$ cat src/rtl/periph_xfer_ctrl.sv
// periph_xfer_ctrl
// Single-shot APB master sequencer. A rising edge on the start level
// launches one APB transfer using the captured per_addr/per_data/wr.
// The transfer completes on pready or on a wait timeout. Completion is
// reported through done, status, rd_data and a sticky irq.
//
// Ports
//   clk, reset        clock, asynchronous active-low reset
//   start             transfer request level; a 0->1 edge launches a transfer
//   soft_rst          synchronous abort and clear, active-high
//   it_enable         allows irq to be raised when a transfer completes
//   wr                transfer direction (1 = write), captured with start
//   per_addr/per_data target address and write data, captured with start
//   m_p*              APB master interface
//   busy/done         transfer in flight / one-cycle completion pulse
//   rd_data           last successful read data
//   status            00 ok, 01 slave error, 10 timeout
//   dropped           sticky: a start edge arrived while busy
//   irq, irq_clr      sticky completion interrupt and its clear
//
// state  | meaning
// IDLE   | bus idle, waiting for a start edge
// SETUP  | APB setup phase (psel=1, penable=0), always one cycle
// ACCESS | APB access phase; waits on pready, counts wait cycles
// DONE   | completion reported (done pulse), bus released
//
// All outputs are registers. The comb process computes their next values.
// irq, status and rd_data update on the edge that enters DONE, so they
// become visible together with the done pulse.
module periph_xfer_ctrl #(
    parameter int ADDR_WIDTH = 32,
    parameter int DATA_WIDTH = 32,
    parameter int TIMEOUT    = 16
) (
    input  logic                  clk,
    input  logic                  reset,
    input  logic                  start,
    input  logic                  soft_rst,
    input  logic                  it_enable,
    input  logic                  wr,
    input  logic [ADDR_WIDTH-1:0] per_addr,
    input  logic [DATA_WIDTH-1:0] per_data,
    output logic                  m_psel,
    output logic                  m_penable,
    output logic                  m_pwrite,
    output logic [ADDR_WIDTH-1:0] m_paddr,
    output logic [DATA_WIDTH-1:0] m_pwdata,
    input  logic [DATA_WIDTH-1:0] m_prdata,
    input  logic                  m_pready,
    input  logic                  m_pslverr,
    output logic                  busy,
    output logic                  done,
    output logic [DATA_WIDTH-1:0] rd_data,
    output logic [1:0]            status,
    output logic                  dropped,
    output logic                  irq,
    input  logic                  irq_clr
);

    typedef enum logic [1:0] {IDLE, SETUP, ACCESS, DONE} state_t;

    localparam logic [1:0] ST_OK      = 2'b00;
    localparam logic [1:0] ST_SLVERR  = 2'b01;
    localparam logic [1:0] ST_TIMEOUT = 2'b10;
    // The wait count equals the ACCESS cycle index. The last allowed index
    // is TIMEOUT-1, which gives exactly TIMEOUT ACCESS cycles.
    localparam logic [7:0] WAIT_LAST  = 8'(TIMEOUT - 1);

    state_t                state, state_nxt;
    logic                  start_q;
    logic                  start_edge;
    logic [7:0]            wait_cnt, wait_cnt_nxt;
    logic                  psel_nxt, penable_nxt, pwrite_nxt;
    logic [ADDR_WIDTH-1:0] paddr_nxt;
    logic [DATA_WIDTH-1:0] pwdata_nxt;
    logic                  busy_nxt, done_nxt, dropped_nxt, irq_nxt;
    logic [DATA_WIDTH-1:0] rd_data_nxt;
    logic [1:0]            status_nxt;
    logic                  irq_set, drop_set;

    assign start_edge = start & ~start_q;

    always_ff @(posedge clk or negedge reset) begin
        if (!reset) begin
            state     <= IDLE;
            start_q   <= 1'b0;
            wait_cnt  <= '0;
            m_psel    <= 1'b0;
            m_penable <= 1'b0;
            m_pwrite  <= 1'b0;
            m_paddr   <= '0;
            m_pwdata  <= '0;
            busy      <= 1'b0;
            done      <= 1'b0;
            rd_data   <= '0;
            status    <= ST_OK;
            dropped   <= 1'b0;
            irq       <= 1'b0;
        end else begin
            state     <= state_nxt;
            start_q   <= start;
            wait_cnt  <= wait_cnt_nxt;
            m_psel    <= psel_nxt;
            m_penable <= penable_nxt;
            m_pwrite  <= pwrite_nxt;
            m_paddr   <= paddr_nxt;
            m_pwdata  <= pwdata_nxt;
            busy      <= busy_nxt;
            done      <= done_nxt;
            rd_data   <= rd_data_nxt;
            status    <= status_nxt;
            dropped   <= dropped_nxt;
            irq       <= irq_nxt;
        end
    end

    always_comb begin
        state_nxt    = state;
        wait_cnt_nxt = wait_cnt;
        psel_nxt     = m_psel;
        penable_nxt  = m_penable;
        pwrite_nxt   = m_pwrite;
        paddr_nxt    = m_paddr;
        pwdata_nxt   = m_pwdata;
        busy_nxt     = busy;
        done_nxt     = 1'b0;
        rd_data_nxt  = rd_data;
        status_nxt   = status;
        dropped_nxt  = dropped;
        irq_nxt      = irq;
        irq_set      = 1'b0;
        drop_set     = 1'b0;

        if (soft_rst) begin
            // Abort wins over everything. A start edge in this cycle is lost
            // because start_q still follows start.
            state_nxt    = IDLE;
            wait_cnt_nxt = '0;
            psel_nxt     = 1'b0;
            penable_nxt  = 1'b0;
            busy_nxt     = 1'b0;
            rd_data_nxt  = '0;
            status_nxt   = ST_OK;
            dropped_nxt  = 1'b0;
            irq_nxt      = 1'b0;
        end else begin
            case (state)
                IDLE: begin
                    if (start_edge) begin
                        paddr_nxt   = per_addr;
                        pwdata_nxt  = per_data;
                        pwrite_nxt  = wr;
                        busy_nxt    = 1'b1;
                        psel_nxt    = 1'b1;
                        penable_nxt = 1'b0;
                        state_nxt   = SETUP;
                    end
                end
                SETUP: begin
                    penable_nxt  = 1'b1;
                    wait_cnt_nxt = '0;
                    state_nxt    = ACCESS;
                end
                ACCESS: begin
                    if (m_pready) begin
                        psel_nxt    = 1'b0;
                        penable_nxt = 1'b0;
                        done_nxt    = 1'b1;
                        irq_set     = it_enable;
                        state_nxt   = DONE;
                        if (m_pslverr) begin
                            status_nxt = ST_SLVERR;
                        end else begin
                            status_nxt = ST_OK;
                            if (!m_pwrite) begin
                                rd_data_nxt = m_prdata;
                            end
                        end
                    end else if (wait_cnt == WAIT_LAST) begin
                        psel_nxt    = 1'b0;
                        penable_nxt = 1'b0;
                        done_nxt    = 1'b1;
                        irq_set     = it_enable;
                        status_nxt  = ST_TIMEOUT;
                        state_nxt   = DONE;
                    end else begin
                        wait_cnt_nxt = wait_cnt + 8'd1;
                    end
                end
                DONE: begin
                    busy_nxt  = 1'b0;
                    state_nxt = IDLE;
                end
                default: begin
                    state_nxt = IDLE;
                end
            endcase

            drop_set    = start_edge & busy;
            // For both sticky flags, a set in the same cycle as irq_clr wins.
            dropped_nxt = drop_set | (dropped & ~irq_clr);
            irq_nxt     = irq_set | (irq & ~irq_clr);
        end
    end

endmodule

$ cat config.mk
export PLATFORM = sky130hd
export DESIGN_NAME = periph_xfer_ctrl
export DESIGN_NICKNAME = d
export VERILOG_FILES = /design/src/rtl/periph_xfer_ctrl.sv
export SDC_FILE = /design/constraint.sdc
export NUM_CORES = 1
export LEC_CHECK = 0
export CAP_MARGIN = 20
export CORE_MARGIN = 5
export CORE_UTILIZATION = 42
export DETAILED_ROUTE_END_ITERATION = 10
export GPL_ROUTABILITY_DRIVEN = 0
export PLACE_DENSITY_LB_ADDON = 0.08
export SLEW_MARGIN = 5
export SYNTH_ARGS = -nofsm -noshare
export SYNTH_HDL_FRONTEND = slang
export SYNTH_SLANG_ARGS = --single-unit
$ cat constraint.sdc
create_clock -name clk -period 1.9 [get_ports clk]
set_input_delay 0.38 -clock clk [delete_from_list [all_inputs] [get_ports clk]]
set_output_delay 0.38 -clock clk [all_outputs]
set_load 0.01 [all_outputs]
==> impl_metrics.py <==
metrics = {
    "die": {
        "placement_rows": 39,
        "die_x_um": 116.6,
        "dieHeight_um": 116.6,
        "die_area_um2": 13580,
        "start_util_pct": 42.30,
        "io_pins": 210,
        "core_area_um2": 11270,
    },
    "yosys": {
        "synth.avg_cell_area_um2": 12.26,
        "synth_nets": 500,
        "seq_area_frac_synth_pct": 60.88,
        "ys_async_sr_fraction_pct": 100.0,
        "synth_edf_count": 0,
        "yosys_warnings": 0,
        "syn_inst": 389,
        "synth_seq_cells": 116,
        "synth.distinct_cells": 42,
        "netlist_area_um2": 4768,
        "synth_flop_cell": "dfrtp_1",
    },
    "power_and_ir_drop": {
        "powerDensity_nw_per_um2": 1397,
        "leakage_nw": 3.256,
        "peakVddDrop_v": 0.0009626,
        "p_total_mw": 10.94,
    },
    "setup_path": {
        "reg2reg_depth": 6,
        "critPathMaxFanout": 36,
        "crit_start": "state[1]",
        "cp-start-kind": "register",
        "crit_type": "register to register",
        "r2r_start": "state[1]",
        "required_ns": 2.19,
        "cp-end-kind": "register",
        "arrival_ns": 2.10,
    },
    "global_routing": {
        "gr-total-overflow": 0,
        "grt_max_degree": 50,
        "grt_first_pass_wirelength_um": 21060,
        "antenna_found_initial": 0,
        "grt_usage_pct": 20.38,
        "grt_pass1_vias": 4141,
    },
    "clock_tree": {
        "cts_max_level": 4,
        "cts_buffer_depth": 2,
        "cts_sinks": 116,
        "clockRootBuffer": "clkbuf_16",
        "cts_tree": "built",
        "clk_pin_slew_ns": 0.05,
        "clkLatencyLatePin_ns": 0.41,
        "cts_buffers": 17,
    },
    "route": {
        "drt-vias-per-instance": 5.038,
        "first_pass_iters": 5,
        "wl_per_cell_um": 17.69,
        "drtIter0Drc": 174,
        "ant_nets": 0,
        "routed-via-count": 3935,
        "drc": 0,
        "wl_um": 13820,
    },
    "layout": {
        "drive_above_1_share_pct": 20.85,
        "utilization_pct": 69.45,
        "fin_nets": 736,
        "fin_cells": 781,
        "area_growth_pct": 64.18,
        "diodes": 0,
    },
    "min_path": {
        "hold_depth": 2,
        "hp-start": "soft_rst",
        "min_path_type": "input port to register",
    },
    "placement": {
        "portBuffers": 209,
        "hpwlAfterDp_um": 10160,
        "pre_cts_ws_ns": -0.2641,
        "dp.cells": 748,
    },
    "sta": {
        "report.final.slew_viol_count": 0,
        "fin_hold_ws_ns": 0.2840,
        "tightest_slew_ns": 0.5041,
        "final-hold-violation-count": 0,
        "max_freq_mhz": 553.0,
        "layout_worst_path_cycle_share_pct": 95.17,
        "period_needed_ns": 1.808,
        "setup_viol": 0,
        "rsz0062_at_grt": "no",
        "worst_slack_ns": 0.09168,
        "slew_headroom_pct": 66.13,
        "skew_ns": 0.005910,
    },
    "outcome": {
        "status": "completed",
    },
    "job": {
        "maxCapViolCount": 0,
    },
}
==> report_power, final <==
part	leakage [nW]	switching, mW	internal (mW)
Sequential	1.48	0.462	3.28
Combinational	1.47	1.47	2.36
Clock	0.311	1.08	2.29
Total	3.26	3.01	7.93
==> metrics by stage <==
| stage | cell area, um^2 | setup TNS, ns |
|---|---|---|
| detailed placement | 7191 | -16.60 |
| global route | 7829 | 0 |
| floorplan | 4768 | 0 |
| CTS | 7828 | 0 |
| global placement | 7191 | -16.25 |
| finish | 7829 | 0 |
==> cells by family (layout without fill, tap and decap cells) <==
family | Yosys count | after routing | share of synthesized area [%]
buffers and inverters | 28 | 277 | 3.254
AO/OA/AOI/OAI | 67 | 67 | 8.161
XOR/XNOR | 1 | 1 | 0.1837
AND/OR/NAND/NOR | 105 | 105 | 10.37
flip-flops | 116 | 116 | 60.88
adder cells (fa/ha/maj) | 6 | 6 | 1.574
multiplexers | 66 | 66 | 15.59
==> flip-flops by register name, summed over array words and instances, names as in the netlist, 2 cells and up <==
| register | cells |
|---|---|
| wait_cnt | 8 |
| m_paddr | 32 |
| rd_data | 32 |
| state | 2 |
| status | 2 |
| m_pwdata | 32 |
==> metal layers <==
metal | share of wire, % | wire length [um] | vias up | global-route usage, %
met5 | 0 | 0 | - | 0
met4 | 2.5 | 340 | 0 | 9.480
met3 | 10 | 1377 | 27 | 7.513
met2 | 49 | 6816 | 174 | 34.17
met1 | 38 | 5285 | 1910 | 23.21
li1 | - | - | 1824 | -
==> final cells by class <==
cell class / count / area (um^2)
clock buffer: 23 / 478.0
sequential: 116 / 2904
inverter: 6 / 22.52
clock inverter: 9 / 148.9
tap: 143 / 178.9
timing repair buffer: 239 / 2375
fill: 849 / 3443
multi-input combinational: 245 / 1722
==> synth_stat cells, types with 3 or more instances <==
cell type / count / share of area [%]
nor3_1: 5 / 0.52
nor2_1: 7 / 0.55
buf_6: 6 / 1.4
inv_1: 6 / 0.47
clkbuf_1: 14 / 1.1
nand2b_1: 4 / 0.52
ha_1: 6 / 1.6
dfrtp_1: 116 / 61
mux2_2: 66 / 16
nand3_1: 5 / 0.52
nand2_1: 67 / 5.3
o21ai_0: 7 / 0.73
nor2b_1: 3 / 0.39
a21oi_1: 43 / 4.5
o31ai_1: 3 / 0.47
==> timing repair <==
item                                    CTS  global route
hold buffers                              1             0
hold endpoints to repair                  3             0
resized for setup                         0             1
buffers inserted                          0             0
endpoints found under the setup margin    0             1
==> layout by cell type (no fill, tap or decap), types with 2 or more instances in the layout <==
cell type,n
nand3_1,5
nor2b_1,3
mux2_2,66
buf_12,5
clkinv_2,4
bufinv_16,4
dfrtp_1,115
ha_1,6
a311oi_1,2
o21ai_0,7
a221o_1,2
nor3_1,5
clkbuf_1,3
clkdlybuf4s50_1,207
nand2_1,67
nor2_1,7
buf_4,25
a211oi_1,2
nand2b_1,4
clkbuf_8,3
clkbuf_16,17
o21bai_1,2
inv_1,6
o31ai_1,3
a21oi_1,43
==> worst max-delay path, stage by stage, from the launching register on <==
cell     delay [ns]
dfrtp_1        0.41
inv_1          0.09
ha_1           0.18
and2_1         0.16
nor2b_4        0.21
buf_12         0.23
mux2_2         0.37
==> worst paths after layout <==
path / end / slack [ns]
worst max-delay path: m_paddr[5] / 0.09
worst min-delay path: irq / 0.28
worst max register to register: m_paddr[5] / 0.09
worst min register to register: m_paddr[30] / 0.50
max in group asynchronous: rd_data[28] / 1.03
min in group asynchronous: rd_data[25] / 0.34
(Power assumes the default switching activity.)
